--- src/rtl/wb_stage.sv ---
// Write-back stage: MEM/WB pipeline register, load extraction, write-back source select
// and register-file write port, with load-wait stall and misaligned-load flagging.
module wb_stage #(
  parameter int XLEN = 32
) (
  input  logic            clk,
  input  logic            rst,
  input  logic            valid_in,
  input  logic [6:0]      opcode,
  input  logic [4:0]      rd_addr,
  input  logic [XLEN-1:0] result,
  input  logic [XLEN-1:0] Data_read,
  input  logic            d_ready,
  input  logic            su,
  input  logic [1:0]      whb,
  input  logic [1:0]      wos,
  input  logic            lt,
  input  logic            ltu,
  input  logic [XLEN-1:0] PC_4,
  input  logic            flush,
  output logic            stall_MEM,
  output logic            reg_wr_en,
  output logic [4:0]      rd_WB,
  output logic [XLEN-1:0] wb_data_WB,
  output logic            misaligned_WB,
  output logic            valid_WB
);

  localparam logic [6:0] OP_LOAD   = 7'b0000011;
  localparam logic [6:0] OP_STORE  = 7'b0100011;
  localparam logic [6:0] OP_BRANCH = 7'b1100011;

  // Pick the addressed lane of the read word and extend it to the full width.
  function automatic logic [XLEN-1:0] extract_load(
    input logic [XLEN-1:0] word,
    input logic [1:0]      off,
    input logic [1:0]      size,
    input logic            sgn
  );
    logic [7:0]      byte_v;
    logic [15:0]     half_v;
    logic [XLEN-1:0] res_v;
    case (off)
      2'b00:   byte_v = word[7:0];
      2'b01:   byte_v = word[15:8];
      2'b10:   byte_v = word[23:16];
      2'b11:   byte_v = word[31:24];
      default: byte_v = word[7:0];
    endcase
    if (off[1]) begin
      half_v = word[31:16];
    end else begin
      half_v = word[15:0];
    end
    case (size)
      2'b00:   res_v = {{(XLEN-8){sgn & byte_v[7]}}, byte_v};
      2'b01:   res_v = {{(XLEN-16){sgn & half_v[15]}}, half_v};
      default: res_v = word;
    endcase
    return res_v;
  endfunction

  logic            is_load_s;
  logic            stall_s;
  logic            capture_s;
  logic            misaligned_s;
  logic            wr_en_s;
  logic [XLEN-1:0] load_data_s;
  logic [XLEN-1:0] wb_sel_s;

  logic            reg_wr_en_r;
  logic [4:0]      rd_r;
  logic [XLEN-1:0] wb_data_r;
  logic            misaligned_r;
  logic            valid_r;

  // Stall/capture decision, misalignment check and write-back source mux.
  always_comb begin
    is_load_s    = (opcode == OP_LOAD);
    stall_s      = valid_in & is_load_s & ~d_ready & ~flush;
    capture_s    = valid_in & ~stall_s & ~flush;
    misaligned_s = 1'b0;
    if (is_load_s) begin
      case (whb)
        2'b00:   misaligned_s = 1'b0;
        2'b01:   misaligned_s = result[0];
        default: misaligned_s = |result[1:0];
      endcase
    end else begin
      misaligned_s = 1'b0;
    end
    load_data_s = extract_load(Data_read, result[1:0], whb, su);
    case (wos)
      2'b00:   wb_sel_s = result;
      2'b01:   wb_sel_s = load_data_s;
      2'b10:   wb_sel_s = PC_4;
      default: wb_sel_s = {{(XLEN-1){1'b0}}, (su ? lt : ltu)};
    endcase
    wr_en_s = (opcode != OP_STORE) & (opcode != OP_BRANCH) &
              (rd_addr != 5'd0) & ~misaligned_s;
  end

  // MEM/WB register; a bubble clears the control bits and keeps the data fields.
  always_ff @(posedge clk) begin
    if (rst) begin
      reg_wr_en_r  <= 1'b0;
      rd_r         <= 5'd0;
      wb_data_r    <= {XLEN{1'b0}};
      misaligned_r <= 1'b0;
      valid_r      <= 1'b0;
    end else if (capture_s) begin
      reg_wr_en_r  <= wr_en_s;
      rd_r         <= rd_addr;
      wb_data_r    <= wb_sel_s;
      misaligned_r <= misaligned_s;
      valid_r      <= 1'b1;
    end else begin
      reg_wr_en_r  <= 1'b0;
      misaligned_r <= 1'b0;
      valid_r      <= 1'b0;
    end
  end

  assign stall_MEM     = stall_s;
  assign reg_wr_en     = reg_wr_en_r;
  assign rd_WB         = rd_r;
  assign wb_data_WB    = wb_data_r;
  assign misaligned_WB = misaligned_r;
  assign valid_WB      = valid_r;

endmodule

--- config.mk ---
export PLATFORM = sky130hd
export DESIGN_NAME = wb_stage
export DESIGN_NICKNAME = d
export VERILOG_FILES = /design/src/rtl/wb_stage.sv
export SDC_FILE = /design/constraint.sdc
export NUM_CORES = 1
export LEC_CHECK = 0
export ABC_AREA = 0
export BUFFER_PORTS_ARGS = -buffer_cell sky130_fd_sc_hd__buf_2
export CAP_MARGIN = 20
export CORE_MARGIN = 5
export CORE_UTILIZATION = 45
export CTS_CLUSTER_SIZE = 8
export DETAILED_ROUTE_END_ITERATION = 7
export GPL_ROUTABILITY_DRIVEN = 0
export MAX_ROUTING_LAYER = met4
export PLACE_DENSITY_LB_ADDON = 0.12
export SYNTH_ARGS = -nofsm -noshare
export SYNTH_HDL_FRONTEND = slang
export SYNTH_SLANG_ARGS = --single-unit
export TNS_END_PERCENT = 50
--- constraint.sdc ---
create_clock -name clk -period 2.4 [get_ports clk]
set_clock_uncertainty 0.2 [all_clocks]
set_input_delay 0.36 -clock clk [delete_from_list [all_inputs] [get_ports clk]]
set_output_delay 0.36 -clock clk [all_outputs]
set_load 0.02 [all_outputs]
==> metrics.md, run 1 <==
| Metric | Value |
|---|---|
| Max Transition Viols Final | `0` |
| P&R area growth vs syn | `33.6%` |
| Clk slew on worst S/H paths | `0.08 ns` |
| Placed cell area | `3650 sq um` |
| Period minus WS final | `1.98 ns` |
| Pwr Density | `440 nW/um^2` |
| Peak supply drop | `261 uV` |
| Power after layout | `1.65 mW` |
| Routed wire per std cell | `16.7 um` |
| Commonest non-fill, non-tap cell in the layout | `buf_2` |
| CTS sink cnt | `40` |
| #FFs+latches synth | `40` |
| Die W | `89.0 um` |
| Global-route wire length before repair | `14.4 mm` |
| Core area | `5990 sq um` |
| Most common cell on crit path | `buf_2` |
| CTS tree | `built` |
| Largest net degree at the start of global routing | `35` |
| Hold-fix buffers, CTS | `0` |
| Filler cells | `564` |
| Gr ovfl total | `0` |
| Post CTS Setup Buffer Count | `0` |
| Vias in the first global route | `3,051` |
| Worst endpoint required time | `1.84 ns` |
| DIE HEIGHT | `89.0 um` |
| Row count | `28` |
| Nets | `606` |
| Tightest Pin Transition | `0.902 ns` |
| Met3 Usage GRT | `4.15%` |
| DRC Markers | `0` |
| Setup WS pre-CTS | `0.101 ns` |
| DR iter-0 viols | `208` |
| CP peak stage delay | `0.57 ns` |
| CTS Buf Count | `5` |
| Total number of vias | `3,200` |
| Worst path cell trace | `buf_2 -> or4b_4 -> nor3_1 -> buf_2` |
| I/O Buffers | `160` |
| CP Buf/Inv Count | `2` |
| Maximum root-to-sink buffer count | `2` |
| Final core utilization | `62.6%` |
| WS Path Type | `in -> out` |
| Internal | `1.14 mW` |
| Starting Density | `46.9%` |
| Seq/Total Area, Yosys | `28.5%` |
| Hpwl dp | `7.31 mm` |
| Static Leak | `1.90 nW` |
| ANT nets after route | `0` |
| First-pass DRT Iterations | `5` |
| YS warnings | `0` |
| Fin crit share | `82.7%` |
| F_max | `0.504 GHz` |
| # IOs | `161` |
| Fin area | `3750 sq um` |
| Fin worst setup slack | `0.416 ns` |
| Post-synthesis cell type count | `42` |
| Hold Vio Cnt, Final | `0` |
| Max_slew headroom | `39.9%` |
| DP Cell Count | `554` |
| Sw Ratio | `30.9%` |
| Flop pwr share | `42.7%` |
| Critical path arrival | `1.42 ns` |
| Clock power share | `28.9%` |
| Met1 Track Usage GR | `30.0%` |
| Synthesized area | `2810 sq um` |
| Hold slack | `0.104 ns` |
| Root Driver | `clkbuf_8` |
| Diodes inserted | `0` |
| Via/cell ratio | `5.69` |
| Max_cap viols | `0` |
| Resized Gates After CTS | `0` |
| Layout cells sized above 1 | `40.0%` |
| Fin cells | `562` |
| WL final | `9.36 mm` |
| Worst skew pair latency | `0.29 ns` |
| Final TNS setup | `0 ns` |
| H-tree levels | `2` |
| CP Max Fanout | `3` |
| Comb power frac | `28.4%` |
| Initial antenna violation count | `0` |
| RSZ-0062 raised after global routing | `false` |
| Slowest cell on the critical path | `or4b_4` |
| Synthesized Nets | `458` |
| GRT Total Usage | `23.8%` |
| P_sw | `0.510 mW` |
| CP delay by family, top | `simple AND/OR/NAND/NOR gates` |
| Cells after Synth | `338` |
| Type of origin of the critical path | `primary input` |
| Final setup vio count | `0` |
| Setup crit end kind | `primary output` |
| Post-Syn Area per Cell | `8.31 sq um` |
| Status | `completed` |
| Most frequent cells in the layout | `buf_2, dfxtp_1, mux2i_1, nand2_1, a21oi_1` |
| Full die area | `7920 sq um` |
| Met2 Usage GRT | `40.1%` |
| GR peak layer | `met2` |
| HP Class | `in -> reg` |
==> flip-flops by register name, summed over array words and instances (netlist names) <==
register       flops
wb_data_WB        32
valid_WB           1
misaligned_WB      1
rd_WB              5
reg_wr_en          1
==> layout make-up <==
cell class	instances	area (sq um)	area share (%)
clock buffer	6	82.6	2.20
clock inverter	2	15.0	0.400
inverter	3	11.3	0.300
multi-input combinational	262	1830	48.8
sequential	40	801	21.3
tap	75	93.8	2.50
timing repair buffer	174	918	24.5
==> power groups by stage <==
stage | logic [mW] | registers, mW | clock network (mW)
6_report | 0.469 | 0.705 | 0.477
5_1_grt | 0.515 | 0.708 | 0.520
4_1_cts | 0.468 | 0.705 | 0.489
3_5_place_dp | 0.466 | 0.720 | 0
3_3_place_gp | 0.457 | 0.720 | 0
2_1_floorplan | 0.240 | 0.754 | 0
==> per-layer routing <==
layer / vias to the layer above / routed length (um) / share of wire, %
met5: - / 0 / 0
met4: 0 / 127 / 1.4
met3: 11 / 880 / 9.4
met2: 147 / 4500 / 48
met1: 1463 / 3850 / 41
li1: 1579 / - / -
==> logic make-up (layout without fill, tap and decap cells) <==
family                 Yosys count  after routing  share of synthesized area (%)
flip-flops                      40             40                           28.5
AND/OR/NAND/NOR                100            100                           19.0
multiplexers                    44             44                           16.0
buffers and inverters           36            185                           6.28
AO/OA/AOI/OAI                  118            118                           30.2
==> cells in the mapped netlist <==
cell type  count  share of area, %
nor3b_1        1              0.27
o21ai_0       19               3.4
a221oi_1       1              0.31
nor3b_2        1              0.45
buf_4          4               1.1
nor3_1         5              0.89
buf_1          4              0.53
o21bai_4       1              0.67
nor4_1         1              0.22
nor4b_1        2              0.62
o32ai_1       16               5.0
o22ai_1        7               1.6
nand3b_1       2              0.53
mux2_2         7               2.8
mux2i_1       37                13
a211oi_1       1              0.27
nand2_1       31               4.1
or3_1          1              0.22
or4b_4         2              0.98
nand3_1        1              0.18
nor2b_1       12               2.7
o21ai_2        1              0.31
buf_6          2              0.80
nor2_1        22               2.9
a21oi_1       27               4.8
nand2b_1       9               2.0
a311o_1        1              0.36
clkbuf_1      14               1.9
buf_2          9               1.6
dfxtp_1       40                29
o211ai_1       1              0.27
a222oi_1       7               2.5
nor4_4         1              0.76
o311a_1        1              0.36
a22o_1         2              0.62
inv_1          3              0.40
and2_1         8               1.8
o21bai_1       1              0.27
a22oi_1        9               2.4
a21o_1         1              0.27
a211o_1       22               6.9
and4_1         1              0.31
==> path summary, 6_finish.rpt <==
check / startpoint / endpoint / slack (ns) / cells past startpoint
worst min register to register: wb_data_WB[8] / wb_data_WB[8] / 0.25 / 2
worst max-delay path: opcode[2] / stall_MEM / 0.42 / 4
worst max register to register: wb_data_WB[15] / wb_data_WB[15] / 1.42 / 2
worst min-delay path: rd_addr[3] / rd_WB[3] / 0.10 / 3
==> worst reg2reg max path, cell delays in order, from the launching register on <==
cell	delay (ns)
dfxtp_1	0.33
a221oi_1	0.26
nor3_1	0.08
No activity file was read; power rests on OpenSTA's default activity.
==> run 2: changes to the inputs <==
- CORE_UTILIZATION: 45 -> 40
- clock period: 2.4 -> 1.8 ns (I/O delays scaled with it)
==> run 2 against run 1 <==
Worst setup slack worse by 0.41 ns. Worst hold slack worse by 0.081 ns. Sequential cell count stayed put. Largest power group unchanged. Highest routed layer unchanged. Sequential share of layout area fell by 1.7 points. Clock power is 53% higher. Final area is 8.9% higher.
==> metrics.md, run 2 (synthesized netlist as in run 1, its figures left out) <==
| Metric | Value |
|---|---|
| ANT nets after route | `0 (unchanged)` |
| Pwr Density | `577 nW/um^2 (+31%)` |
| Maximum root-to-sink buffer count | `2 (unchanged)` |
| Layout cells sized above 1 | `43.4% (+3.3 points)` |
| Max_slew headroom | `60.6% (+21 points)` |
| Uppermost routed layer | `met4` |
| Full die area | `8790 sq um (+11%)` |
| Filler cells | `670 (+19%)` |
| P&R area growth vs syn | `45.5%` |
| Starting Density | `41.1% (-5.8 points)` |
| DIE HEIGHT | `93.8 um (+5.4%)` |
| Gr ovfl total | `0 (unchanged)` |
| # IOs | `161 (unchanged)` |
| Hold-fix buffers, CTS | `0 (unchanged)` |
| Type of origin of the critical path | `primary input` |
| CTS Buf Count | `5 (unchanged)` |
| CTS sink cnt | `40 (unchanged)` |
| Core area | `6830 sq um (+14%)` |
| HP Class | `in -> reg` |
| Max Transition Viols Final | `0 (unchanged)` |
| Final core utilization | `59.8% (-2.8 points)` |
| GRT Total Usage | `22.4% (-1.4 points)` |
| RSZ-0062 raised after global routing | `true` |
| Routed wire per std cell | `16.4 um (-1.6%)` |
| Metal-1 WL | `4.14 mm (+7.4%)` |
| Placed cell area | `3890 sq um (+6.5%)` |
| Global-route wire length before repair | `15.5 mm (+7.8%)` |
| Largest net degree at the start of global routing | `24 (-31%)` |
| Vias in the first global route | `3,195 (+4.7%)` |
| WS Path Type | `in -> out` |
| Diodes inserted | `0 (unchanged)` |
| Worst skew pair latency | `0.29 ns (about the same)` |
| Critical path arrival | `1.32 ns (-0.10 ns)` |
| Worst endpoint required time | `1.33 ns (-0.51 ns)` |
| Initial antenna violation count | `0 (unchanged)` |
| Fin area | `4090 sq um (+8.9%)` |
| Most frequent cells in the layout | `buf_2, dfxtp_1, mux2i_1, buf_4, nand2_1` |
| Fin crit share | `99.4%` |
| Final setup vio count | `0 (unchanged)` |
| WL final | `10.0 mm (+6.8%)` |
| Largest register FFs | `32 (unchanged)` |
| Tightest Pin Transition | `0.592 ns (-0.310 ns)` |
| First-pass DRT Iterations | `5 (unchanged)` |
| Peak supply drop | `339 uV (+30%)` |
| H-tree levels | `2 (unchanged)` |
| Row count | `30 (+7.1%)` |
| Static Leak | `2.08 nW (+9.6%)` |
| Nets | `633 (+4.5%)` |
| Clk slew on worst S/H paths | `0.08 ns (about the same)` |
| Via/cell ratio | `5.41 (-5.0%)` |
| F_max | `0.559 GHz` |
| Root Driver | `clkbuf_8` |
| DRC Markers | `0 (unchanged)` |
| CTS tree | `built` |
| CP Max Fanout | `2 (-1)` |
| Status | `completed` |
| Hpwl dp | `7.83 mm (+7.2%)` |
| I/O Buffers | `160 (unchanged)` |
| Total number of vias | `3,301 (+3.2%)` |
| Period minus WS final | `1.79 ns` |
| Die W | `93.8 um (+5.4%)` |
| Max_cap viols | `0 (unchanged)` |
| Commonest non-fill, non-tap cell in the layout | `buf_2` |
| Met2 routed WL | `4.93 mm (+9.6%)` |
| Setup crit end kind | `primary output` |
| Hold slack | `0.0222 ns (-0.0814 ns)` |
| Hold Vio Cnt, Final | `0 (unchanged)` |
| Final TNS setup | `0 ns (unchanged)` |
| WL met3 | `741 um (-16%)` |
| DR iter-0 viols | `213 (+2.4%)` |
-- run 2: changes by cell type in the layout (fill, tap and decap cells not counted), moves of 2 or more --
cell / delta
buf_12: +4
buf_2: -3
buf_4: +20
buf_6: +6
clkinvlp_4: -2
-- run 2: area by class of cell --
cell class | instances | area, sq um | area share, %
multi-input combinational | 262 | 1850 | 45.2
timing repair buffer | 201 | 1200 | 29.4
sequential | 40 | 801 | 19.6
tap | 96 | 120 | 2.94
clock buffer | 6 | 72.6 | 1.78
clock inverter | 2 | 35.0 | 0.857
inverter | 3 | 11.3 | 0.276
-- run 2: timing repair --
action	CTS	global route
endpoints found under the hold margin	0	0
buffers inserted	1	2
setup endpoints to repair	32	28
pin swaps	2	4
cloned	0	0
gates resized for setup	6	4
-- run 2: path summary, 6_finish.rpt --
path | from | end | slack [ns] | cells after the start
min | rd_addr[1] | rd_WB[1] | 0.02 | 3
max | opcode[5] | stall_MEM | 0.01 | 5
min reg2reg | wb_data_WB[12] | wb_data_WB[12] | 0.26 | 2
max reg2reg | wb_data_WB[15] | wb_data_WB[15] | 0.82 | 2
-- run 2: through the flow --
| stage | setup WS, ns | power, mW | cells |
|---|---|---|---|
| 3_3_place_gp | -0.349 | 1.62 | 600 |
| 6_report | 0.0109 | 2.36 | 610 |
| 3_5_place_dp | -0.424 | 1.63 | 600 |
| 2_1_floorplan | -0.118 | 1.33 | 338 |
| 5_1_grt | -0.00461 | 2.48 | 610 |
| 4_1_cts | -0.00731 | 2.36 | 609 |
-- run 2: worst max-delay path, stage by stage --
cell and delay, ns:
buf_6 0.09, or4b_4 0.56, buf_6 0.15, nor3_4 0.11, buf_6 0.14
-- run 2: per-layer routing --
layer	global-route usage, %	up-vias
met3	4.49	16
met5	-	-
met4	6.62	0
li1	-	1625
met2	37.6	130
met1	27.2	1530
-- run 2: power breakdown --
group,internal [mW],switching (mW)
sequential,0.922,0.0183
combinational,0.338,0.353
clock,0.412,0.317
==> run 3: changes to the inputs <==
- ABC_AREA: 0 -> 1
- BUFFER_PORTS_ARGS: -buffer_cell sky130_fd_sc_hd__buf_2 -> -buffer_cell sky130_fd_sc_hd__clkbuf_2
- CORE_UTILIZATION: 40 -> 41
==> run 3 against run 2 <==
Power up 2.5%. Clock-buffer cell count is 1 lower. Global-route usage increased by 0.72 points. Sequential share of layout area is 0.43 points higher. Clock power increased by 6.5%. Cell count increased by 22%. Combinational power up 1%. Critical path depth increased by 2. Via count rose by 9.9%.
==> metrics.md, run 3 <==
| Metric | Value |
|---|---|
| Most frequent cells in the layout | `nand2_1, clkbuf_2, inv_1, dfxtp_1, nor2_1` |
| Clk slew on worst S/H paths | `0.09 ns (about the same)` |
| CTS sink cnt | `40 (unchanged)` |
| Post-synth top area cell | `dfxtp_1` |
| Resized Gates After CTS | `0 (-6)` |
| Top-count cell post-synth | `nand2_1` |
| Maximum root-to-sink buffer count | `2 (unchanged)` |
| Top_reg_cell synth | `dfxtp_1` |
| #FFs+latches synth | `40 (unchanged)` |
| Global-route wire length before repair | `16.2 mm (+4.6%)` |
| CP Max Fanout | `2 (unchanged)` |
| Post-Syn Area per Cell | `5.99 sq um (-28%)` |
| Worst path cell trace | `clkbuf_2 -> nor2_1 -> nand3_1 -> nor2_1 -> nand2_1 -> nor2_1 -> clkbuf_2` |
| Worst skew pair latency | `0.30 ns (about the same)` |
| Slowest cell on the critical path | `clkbuf_2` |
| Status | `completed` |
| Commonest non-fill, non-tap cell in the layout | `nand2_1` |
| Final TNS setup | `0 ns (unchanged)` |
| Cells after Synth | `487 (+44%)` |
| Max_slew headroom | `77.7% (+17 points)` |
| Hold Path Depth | `3 (unchanged)` |
| Diodes inserted | `0 (unchanged)` |
| Period minus WS final | `1.50 ns (-0.285 ns)` |
| YS warnings | `0 (unchanged)` |
| RSZ-0062 raised after global routing | `false` |
| CTS tree | `built` |
| Gr ovfl total | `0 (unchanged)` |
| Worst endpoint required time | `1.33 ns (about the same)` |
| Die W | `94.4 um (+0.63%)` |
| Nets | `767 (+21%)` |
| Ys async rst share | `0% (unchanged)` |
| Yosys top cell area share | `27.4% (-1.1 points)` |
| DIE HEIGHT | `94.4 um (+0.63%)` |
| Core area | `6870 sq um (+0.55%)` |
| Largest net degree at the start of global routing | `36 (+50%)` |
| Power after layout | `2.42 mW (+2.5%)` |
| GRT Total Usage | `23.1% (+0.72 points)` |
| Post-synthesis cell type count | `29 (-31%)` |
| Peak supply drop | `359 uV (+5.7%)` |
| Worst reg2reg path depth | `2 (unchanged)` |
| Starting Density | `42.5% (+1.4 points)` |
| Max_cap viols | `0 (unchanged)` |
| F_max | `0.665 GHz (+19%)` |
| WS Path Type | `in -> out` |
| Filler cells | `745 (+11%)` |
| Critical path arrival | `1.03 ns (-0.29 ns)` |
| HP Class | `in -> reg` |
| Synthesized area | `2920 sq um (+4.0%)` |
| Hpwl dp | `8.08 mm (+3.2%)` |
| CP delay by family, top | `simple AND/OR/NAND/NOR gates` |
| EDFF count, synth | `0 (unchanged)` |
| DRC Markers | `0 (unchanged)` |
| First-pass DRT Iterations | `5 (unchanged)` |
| Row count | `30 (unchanged)` |
| Hold Vio Cnt, Final | `0 (unchanged)` |
| P&R area growth vs syn | `37.0%` |
| Setup crit end kind | `primary output` |
| Type of origin of the critical path | `primary input` |
| Total number of vias | `3,627 (+9.9%)` |
| I/O Buffers | `160 (unchanged)` |
| Vias in the first global route | `3,567 (+12%)` |
| # IOs | `161 (unchanged)` |
| Fin crit share | `83.5% (-16 points)` |
| Synthesized Nets | `607 (+33%)` |
| Root Driver | `clkbuf_8` |
| Initial antenna violation count | `0 (unchanged)` |
| Most common cell on crit path | `nor2_1` |
| Largest register FFs | `32 (unchanged)` |
| Final setup vio count | `0 (unchanged)` |
| CTS Buf Count | `5 (unchanged)` |
| Crit path depth | `7 (+2)` |
| ANT nets after route | `0 (unchanged)` |
| Pwr Density | `605 nW/um^2 (+4.8%)` |
| Seq/Total Area, Yosys | `27.4% (-1.1 points)` |
| Static Leak | `2.16 nW (+4.0%)` |
| H-tree levels | `2 (unchanged)` |
| Tightest Pin Transition | `0.334 ns (-0.258 ns)` |
| Layout cells sized above 1 | `33.6% (-9.7 points)` |
| Full die area | `8910 sq um (+1.3%)` |
| Routed wire per std cell | `13.6 um (-17%)` |
| DR iter-0 viols | `272 (+28%)` |
| Via/cell ratio | `4.88 (-9.9%)` |
| Max Transition Viols Final | `0 (unchanged)` |
| Most common library cells after synthesis | `nand2_1, inv_1, dfxtp_1, nor2_1, a21oi_1` |
| CP Buf/Inv Count | `2 (-1)` |
| CP peak stage delay | `0.17 ns (-0.39 ns)` |
| WL final | `10.1 mm (+0.92%)` |
| Synth area leaders | `dfxtp_1, nand2_1, inv_1` |
## run 3: changes by cell type after synthesis, moves of 9 or more
| cell | previous run | this run |
|---|---|---|
| nand2b_1 | 9 | 0 |
| a211o_1 | 22 | 0 |
| o32ai_1 | 16 | 0 |
| nand2_1 | 31 | 182 |
| a21oi_2 | 0 | 10 |
| nor2_1 | 22 | 34 |
| a22oi_1 | 9 | 0 |
| mux2i_1 | 37 | 0 |
| a22o_1 | 2 | 24 |
| inv_1 | 3 | 58 |
| nand3_1 | 1 | 30 |
| nor2b_1 | 12 | 0 |
| nand2_2 | 0 | 11 |
## run 3: worst min-delay path, delay by kind of cell
kind	cells	cell delay (ns)
compound gates	1	0.08
simple gates	1	0.08
buf+inv	1	0.09
## run 3: final cells by class
cell class | instances | area, sq um | share of cell area, %
clock buffers | 5 | 68.8 | 1.72
multi-input cells | 358 | 1730 | 43.3
well taps | 96 | 120 | 3.00
inverters | 61 | 230 | 5.76
flip-flops and latches | 40 | 801 | 20.0
clock inverters | 3 | 46.3 | 1.16
repair buffers | 181 | 1000 | 25.0
## run 3: final timing paths
| check | start | end | slack [ns] |
|---|---|---|---|
| min | rd_addr[4] | rd_WB[4] | 0.04 |
| max | opcode[3] | stall_MEM | 0.30 |
| max reg2reg | rd_WB[2] | rd_WB[2] | 0.93 |
| min reg2reg | wb_data_WB[18] | wb_data_WB[18] | 0.27 |
## run 3: report_power, final
part | leakage (nW) | switching [mW] | internal, mW
combinational | 1.78 | 0.404 | 0.296
sequential | 0.326 | 0.0201 | 0.924
clock | 0.0548 | 0.357 | 0.418
## run 3: logic make-up after synthesis
family,after synthesis,share of synthesized area (%)
flops,40,27.4
simple gates,265,37.9
buf+inv,89,13.3
compound gates,93,21.3
## run 3: through the flow
| step | utilization, % | area, sq um | hold WS, ns | cells | setup slack [ns] |
|---|---|---|---|---|---|
| global route | 58.2 | 4000 | 0.0468 | 744 | 0.135 |
| CTS | 58.2 | 4000 | 0.0345 | 744 | 0.279 |
| finish | 58.2 | 4000 | 0.0403 | 744 | 0.296 |
| global placement | 56.2 | 3860 | 0.255 | 734 | 0.0743 |
| floorplan | - | 2920 | 0.218 | 487 | 0.250 |
| detailed placement | 56.2 | 3860 | 0.259 | 734 | 0.0273 |
## run 3: what timing repair did
| action | in CTS | in global routing |
|---|---|---|
| hold buffers | 2 | 0 |
| setup buffers | 0 | 0 |
| endpoints found under the hold margin | 2 | 0 |
## run 3: per-layer routing
layer  global-route usage, %  vias to the layer above  share of wire, %
met1                    29.0                     1582                44
met3                    3.67                       28               8.0
met5                       -                        -                 0
met4                    6.98                        0               2.6
li1                        -                     1860                 -
met2                    38.4                      157                46
